`config.mk`:
```
export PLATFORM = sky130hd
export DESIGN_NAME = tcm_access_arbiter
export DESIGN_NICKNAME = d
export VERILOG_FILES = /design/src/rtl/tcm_access_arbiter.sv
export SDC_FILE = /design/constraint.sdc
export NUM_CORES = 1
export LEC_CHECK = 0
export CAP_MARGIN = 20
export CORE_MARGIN = 4
export CORE_UTILIZATION = 33
export CTS_CLUSTER_SIZE = 24
export DETAILED_ROUTE_END_ITERATION = 16
export PLACE_DENSITY = 0.83
export SLEW_MARGIN = 20
export SYNTH_ARGS = -nofsm -noshare
export SYNTH_HDL_FRONTEND = slang
export SYNTH_SLANG_ARGS = --single-unit
export TNS_END_PERCENT = 1
```
`constraint.sdc`:
```
create_clock -name tcm_aclk -period 2.3 [get_ports tcm_aclk]
set_clock_uncertainty 0.15 [all_clocks]
set_input_delay 0.23 -clock tcm_aclk [delete_from_list [all_inputs] [get_ports tcm_aclk]]
set_output_delay 0.23 -clock tcm_aclk [all_outputs]
set_load 0.005 [all_outputs]
```
`src/rtl/tcm_access_arbiter.sv`:
```
// Two-requester arbiter for a single-port TCM: round-robin between the stream
// write path (r0, bursts held under a lock) and the register path (r1).
module tcm_access_arbiter #(
    parameter int ADDR_WIDTH = 10,
    parameter int DATA_WIDTH = 32,
    parameter int MAX_BURST  = 16,
    parameter int CNT_WIDTH  = 16
) (
    input  logic                  tcm_aclk,
    input  logic                  tcm_areset,
    input  logic                  r0_valid,
    output logic                  r0_ready,
    input  logic [ADDR_WIDTH-1:0] r0_addr,
    input  logic [DATA_WIDTH-1:0] r0_wdata,
    input  logic                  r0_last,
    input  logic                  r1_valid,
    output logic                  r1_ready,
    input  logic                  r1_we,
    input  logic [ADDR_WIDTH-1:0] r1_addr,
    input  logic [DATA_WIDTH-1:0] r1_wdata,
    output logic                  r1_rsp_valid,
    output logic [DATA_WIDTH-1:0] r1_rsp_rdata,
    output logic                  mem_en,
    output logic                  mem_we,
    output logic [ADDR_WIDTH-1:0] mem_addr,
    output logic [DATA_WIDTH-1:0] mem_wdata,
    input  logic [DATA_WIDTH-1:0] mem_rdata,
    input  logic                  stat_clr,
    output logic [CNT_WIDTH-1:0]  r0_stall_cnt,
    output logic [CNT_WIDTH-1:0]  r1_stall_cnt
);

    localparam int BW = $clog2(MAX_BURST + 1);
    localparam logic [BW-1:0] BEAT_REL = BW'(MAX_BURST - 1);

    typedef enum logic {IDLE, LOCK0} state_t;

    state_t                 state_q, state_d;
    logic [BW-1:0]          beat_cnt_q, beat_cnt_d;
    logic                   last_grant_q, last_grant_d;
    logic                   rsp_valid_q, rsp_valid_d;
    logic [CNT_WIDTH-1:0]   r0_cnt_q, r0_cnt_d;
    logic [CNT_WIDTH-1:0]   r1_cnt_q, r1_cnt_d;
    logic                   gnt0, gnt1;
    logic                   stall0, stall1;

    // Grants are forced low during reset so every output reads 0 then.
    always_comb begin
        gnt0 = 1'b0;
        gnt1 = 1'b0;
        if (!tcm_areset) begin
            unique case (state_q)
                LOCK0: gnt0 = r0_valid;
                IDLE: begin
                    gnt0 = r0_valid && (!r1_valid || last_grant_q);
                    gnt1 = r1_valid && (!r0_valid || !last_grant_q);
                end
            endcase
        end
    end

    assign r0_ready     = gnt0;
    assign r1_ready     = gnt1;
    assign mem_en       = gnt0 | gnt1;
    assign mem_we       = gnt0 | (gnt1 & r1_we);
    assign mem_addr     = gnt0 ? r0_addr  : (gnt1 ? r1_addr  : '0);
    assign mem_wdata    = gnt0 ? r0_wdata : (gnt1 ? r1_wdata : '0);
    assign r1_rsp_valid = rsp_valid_q;
    assign r1_rsp_rdata = rsp_valid_q ? mem_rdata : '0;
    assign r0_stall_cnt = r0_cnt_q;
    assign r1_stall_cnt = r1_cnt_q;

    assign stall0 = r0_valid & ~gnt0;
    assign stall1 = r1_valid & ~gnt1;

    always_comb begin
        state_d      = state_q;
        beat_cnt_d   = beat_cnt_q;
        last_grant_d = last_grant_q;
        rsp_valid_d  = gnt1 & ~r1_we;
        if (gnt0) begin
            last_grant_d = 1'b0;
            unique case (state_q)
                IDLE: begin
                    if (!r0_last && MAX_BURST > 1) begin
                        state_d    = LOCK0;
                        beat_cnt_d = BW'(1);
                    end
                end
                LOCK0: begin
                    if (r0_last || beat_cnt_q == BEAT_REL) begin
                        state_d    = IDLE;
                        beat_cnt_d = '0;
                    end else begin
                        beat_cnt_d = beat_cnt_q + BW'(1);
                    end
                end
            endcase
        end
        if (gnt1) begin
            last_grant_d = 1'b1;
        end
    end

    // Clear wins over increment; counts stick at all-ones.
    always_comb begin
        r0_cnt_d = r0_cnt_q;
        r1_cnt_d = r1_cnt_q;
        if (stat_clr) begin
            r0_cnt_d = '0;
            r1_cnt_d = '0;
        end else begin
            if (stall0 && r0_cnt_q != '1) r0_cnt_d = r0_cnt_q + 1'b1;
            if (stall1 && r1_cnt_q != '1) r1_cnt_d = r1_cnt_q + 1'b1;
        end
    end

    always_ff @(posedge tcm_aclk) begin
        if (tcm_areset) begin
            state_q      <= IDLE;
            beat_cnt_q   <= '0;
            last_grant_q <= 1'b1;
            rsp_valid_q  <= 1'b0;
            r0_cnt_q     <= '0;
            r1_cnt_q     <= '0;
        end else begin
            state_q      <= state_d;
            beat_cnt_q   <= beat_cnt_d;
            last_grant_q <= last_grant_d;
            rsp_valid_q  <= rsp_valid_d;
            r0_cnt_q     <= r0_cnt_d;
            r1_cnt_q     <= r1_cnt_d;
        end
    end

endmodule
```
=== Word-level counts from Yosys, hierarchy flattened ===
Index checks and enable logic that the tools add are counted.

* Bits in registers: 40
* Latch bits: 0
* RAM bits: 0
* Memory bits (read-only): 0
* Input port bits: 123
* Output and inout port bits: 111
* Word-level logic and storage cells: 51
* Memories kept: 0

* Add/sub/neg operators: 3
* Multipliers: 0
* Div/mod/pow operators: 0
* $lt $le $gt $ge: 0
* Equality and inequality tests: 4
* Shift-type cells: 0
* Multiplexer cells: 15
* Bitwise logic cells: 10
* Reduce and logical (&&, ||, !) cells: 13

{| class="wikitable"
|+ Operator list
! kind !! count
|-
| 32-bit two-way mux || 3
|-
| 16-bit by 1-bit adder with 16-bit output, second input constant || 2
|-
| 16-bit != test, second input constant || 2
|-
| 10-bit two-way mux || 2
|-
| 5-bit two-way mux || 2
|-
| 5-bit one-hot mux with 2 select lines || 1
|-
| 5-bit by 1-bit adder with 5-bit output, second input constant || 1
|-
| 5-bit by 4-bit == test with 1-bit output, second input constant || 1
|-
| 1-bit two-way mux || 5
|-
| 1-bit bitwise AND || 4
|-
| 1-bit logical AND || 4
|-
| 1-bit NOT || 4
|-
| 1-bit one-hot mux with 2 select lines || 2
|-
| 2-bit OR reduction || 2
|-
| 1-bit logical NOT || 3
|-
| 1-bit logical OR || 3
|-
| 2-bit != test, second input constant || 1
|-
| 1-bit bitwise OR || 2
|-
| 2-bit AND reduction || 1
|}

=== Longest topological paths before layout ===
* Depth after elaboration: 8
* Gate-level depth with buffers: 7

=== Worst setup path after synthesis ===
OpenSTA, ideal clock, no wires.

* Path type: register -> register
* Start point: reg beat_cnt_q[0]
* End point: reg beat_cnt_q[4]
* Library setup time: 70 ps
* Arrival: 1,901 ps
* Data required time: 2,080 ps
* Slack: 179 ps
* Stages on the path, launching flop included: 7
* Buffers on the path: 0
* Cells stage by stage: dfxtp_1 > ha_1 > and3_1 > ha_1 > or3b_2 > or4_1 > a21oi_1

* Word-level cells in the longest chain between the ends: 4
* Elaborated cells between the ends (all ways): 5
* Classes of those cells: add/sub: 1; eq/ne: 1; mux: 2; reduce/logical: 1

{| class="wikitable"
|+ Ends and longest elaborated chain
! what !! RTL line !! source
|-
| start: declaration || 39 || <nowiki>logic [BW-1:0] beat_cnt_q, beat_cnt_d;</nowiki>
|-
| start signal: assignment || 128 || <nowiki>beat_cnt_q <= beat_cnt_d;</nowiki>
|-
| parallel branches: the longest is 2 deep, another holds 5-bit by 1-bit adder with 5-bit output || -- ||
|-
| 5-bit two-way mux * || 91 || <nowiki>if (r0_last || beat_cnt_q == BEAT_REL) begin</nowiki>
|-
| 5-bit one-hot mux with 2 select lines * || 83 || <nowiki>unique case (state_q)</nowiki>
|}

Mark *: on every way between the ends.
A chain may end at the register's enable or synchronous reset.

=== Worst setup path in the final report ===
* Start point: reg last_grant_q
* End point: out mem_wdata[17]

* Word-level cells in the longest chain between the ends: 7
* Elaborated cells between the ends (all ways): 11
* Classes of those cells: mux: 6; reduce/logical: 5

{| class="wikitable"
|+ Ends and longest elaborated chain
! what !! RTL line !! source
|-
| start: declaration || 40 || <nowiki>logic last_grant_q, last_grant_d;</nowiki>
|-
| start signal: assignment || 129 || <nowiki>last_grant_q <= last_grant_d;</nowiki>
|-
| 1-bit logical NOT || 56 || <nowiki>gnt1 = r1_valid && (!r0_valid || !last_grant_q);</nowiki>
|-
| 1-bit logical OR || 56 ||
|-
| 1-bit logical AND || 56 ||
|-
| 1-bit two-way mux || 52 || <nowiki>unique case (state_q)</nowiki>
|-
| 1-bit two-way mux || 51 || <nowiki>if (!tcm_areset) begin</nowiki>
|-
| 32-bit two-way mux || 67 || <nowiki>assign mem_wdata = gnt0 ? r0_wdata : (gnt1 ? r1_wdata : '0);</nowiki>
|-
| 32-bit two-way mux * || 67 ||
|-
| end: declaration || 26 || <nowiki>output logic [DATA_WIDTH-1:0] mem_wdata,</nowiki>
|}

Mark *: on every way between the ends. The rest lies on a longest branch, timed or not.

==> flow_summary.toml <==
[logic_synthesis]
syn_inst = 343
avgSynthCellArea_um2 = 8.14
synth_seq_cells = 40
yosys_warnings = 0
synth_cell_type_count = 43
synth_edf_count = 0
syn_nets = 470
ys_seq_area_share_pct = 28.7
synth_area_leader_cell = "dfxtp_1"
synth_top_area_share_pct = 28.7
synthTopCellsByArea = "dfxtp_1 (29%), a22o_1 (13%), and2_1 (7.2%)"
synth_ff_type = "dfxtp_1"
synthArstFlopShare_pct = 0
syn_area_um2 = 2790

[worst_setup_path]
required_ns = 1.92
start_kind = "flop"
worstPathMaxFanout = 23
cp.arrival_ns = 2.01
cp-end-kind = "primary output"
worstSetupPathType = "flop to primary output"
rrSetupSlack_ns = 0.15

[routing]
drt_iter0_markers = 160
antenna_left = 0
m1WireLength_um = 5110
vias_per_cell = 5.42
wl_met3_um = 1130
drc_errors = 0
top_layer_used = "met4"
wl_met2_um = 6420
finalWirelength_um = 12900
vias = 3782
drt_first_pass_iters = 4
wire_per_inst_um = 18.4

[grt]
grt_pass1_wl_um = 19500
antenna_found_initial = 1
grt_pass1_vias = 3663
track_usage_pct = 24.1
grt_remaining_overflow = 0
grt_max_degree = 38

[sta]
final.setup.worst_slack_ns = -0.0859
setup_viol = 22
period_share_pct = 104
relSlewSlack_pct = 67.0
finalHoldViolCount = 0
clock.fmax_mhz = 419
worst_pin_slew_ns = 0.490
rsz0062_at_grt = "true"
finalCriticalPeriod_ns = 2.39
maxSlewViolCount = 0

[floorplan]
io_pins = 234
core_um2 = 8220
fp.dieH_um = 100
die-width_um = 100
fp-row-count = 33
start_util_pct = 34.0
die-area_um2 = 9990

[placed_design]
dp_hpwl_um = 10300
place_congestion = 0.899
port-buffer-count = 233

[cts]
htreeDepth = 2
ctsRootBufferMaster = "clkbuf_8"
clock_latency_ns = 0.29
cts.sinks = 40
clockBufferDepth = 2
cts.clk_slew.worst_paths_ns = 0.08
cts_tree = "built"
cts_buffers = 5
cts-hold-fix-buffers = 0

[outcome]
status = "complete, but fails checks"
violations = "setup timing"

[job]
max_cap_viol_count = 0

[layout]
final_common_cell = "clkdlybuf4s50_1"
layout.nets = 717
area_delta_synth_final_pct = 101
final_cell_mix = "clkdlybuf4s50_1 (208), a22o_1 (42), dfxtp_1 (38)"
utilization_pct = 68.2
drive_gt1_share_pct = 8.80

[power_and_ir_drop]
ir_drop_mv = 0.240
p_leak_nw = 2.24
powerDensity_nw_per_um2 = 328
total_power_mw = 1.83

[worst_hold_path]
hp-class = "flop to flop"
[power breakdown]
| part | internal [mW] | leakage, nW | switching (mW) | total (mW) |
|---|---|---|---|---|
| Sequential | 0.697 | 0.323 | 0.00814 | 0.706 |
| Combinational | 0.378 | 1.86 | 0.179 | 0.557 |
| Clock | 0.321 | 0.0542 | 0.251 | 0.572 |
| Total | 1.40 | 2.24 | 0.438 | 1.83 |
[synth_stat cells (all sizes together), types with 7 or more instances]
cell and count:
or4 17, a22o 42, nand4 13, nor2 9, nand2 20, o31ai 18, o21ai 11, and2 32
clkbuf 12, or3 10, a21oi 29, buf 11, inv 7, nand3 15, dfxtp 40
[stage by stage]
step | TNS [ns] | instances | hold WS [ns] | cell area (µm²) | setup slack [ns]
2_1_floorplan | 0 | 343 | 0.152 | 2790 | 0.179
6_report | -1.53 | 698 | 0.340 | 5600 | -0.0859
5_1_grt | -3.73 | 697 | 0.377 | 5600 | -0.181
3_3_place_gp | -5.98 | 686 | 0.309 | 5400 | -0.158
3_5_place_dp | -7.19 | 686 | 0.321 | 5400 | -0.191
4_1_cts | -5.18 | 696 | 0.335 | 5550 | -0.146
[critical path: stages, from the launching register on]
cell	delay [ns]
dfxtp_4	0.38
a2111oi_4	0.33
bufbuf_16	0.37
a22o_1	0.14
clkdlybuf4s50_1	0.51
[cell type report]
cell class	count	area [µm²]
repair buffers	263	2650
fillers	675	2620
multi-input cells	273	1870
flip-flops and latches	40	806
well taps	105	131
clock buffers	5	68.8
clock inverters	3	42.5
inverters	7	26.3
diodes	2	5.00
[per-layer routing]
layer	up-vias	global-route usage, %
met5	-	0
met4	0	5.28
met3	14	7.37
met2	164	42.4
met1	1760	29.0
li1	1844	-
[path summary, 6_finish.rpt]
check | from | cells past startpoint | end
setup / recovery | last_grant_q | 4 | mem_wdata[17]
hold / removal | beat_cnt_q[4] | 2 | beat_cnt_q[4]
hold reg to reg | beat_cnt_q[4] | 2 | beat_cnt_q[4]
setup reg to reg | beat_cnt_q[0] | 6 | beat_cnt_q[4]
[sequential cells by signal, summed over array words and instances, names as in the netlist]
| signal | flops |
|---|---|
| r1_rsp_valid | 1 |
| beat_cnt_q | 5 |
| last_grant_q | 1 |
| r0_stall_cnt | 16 |
| r1_stall_cnt | 16 |
| state_q | 1 |
[kinds of logic (layout without fill, tap and decap cells)]
| family | Yosys count | in the layout | share of synthesized area [%] |
|---|---|---|---|
| AOI/OAI and AO/OA | 118 | 118 | 31.6 |
| adders and majority gates | 4 | 4 | 1.79 |
| other | 0 | 2 | 0 |
| muxes | 6 | 6 | 2.20 |
| and+or+nand+nor | 145 | 145 | 31.2 |
| DFF | 40 | 40 | 28.7 |
| buffers and inverters | 30 | 278 | 4.62 |
[repair_timing]
item                       CTS  global route
pin swaps                    1             3
setup endpoints to repair   47            41
buffers inserted             1             0
cloned                       1             0
hold endpoints to repair     0             0
resized for setup           10            20
(Power assumes the default switching activity.)
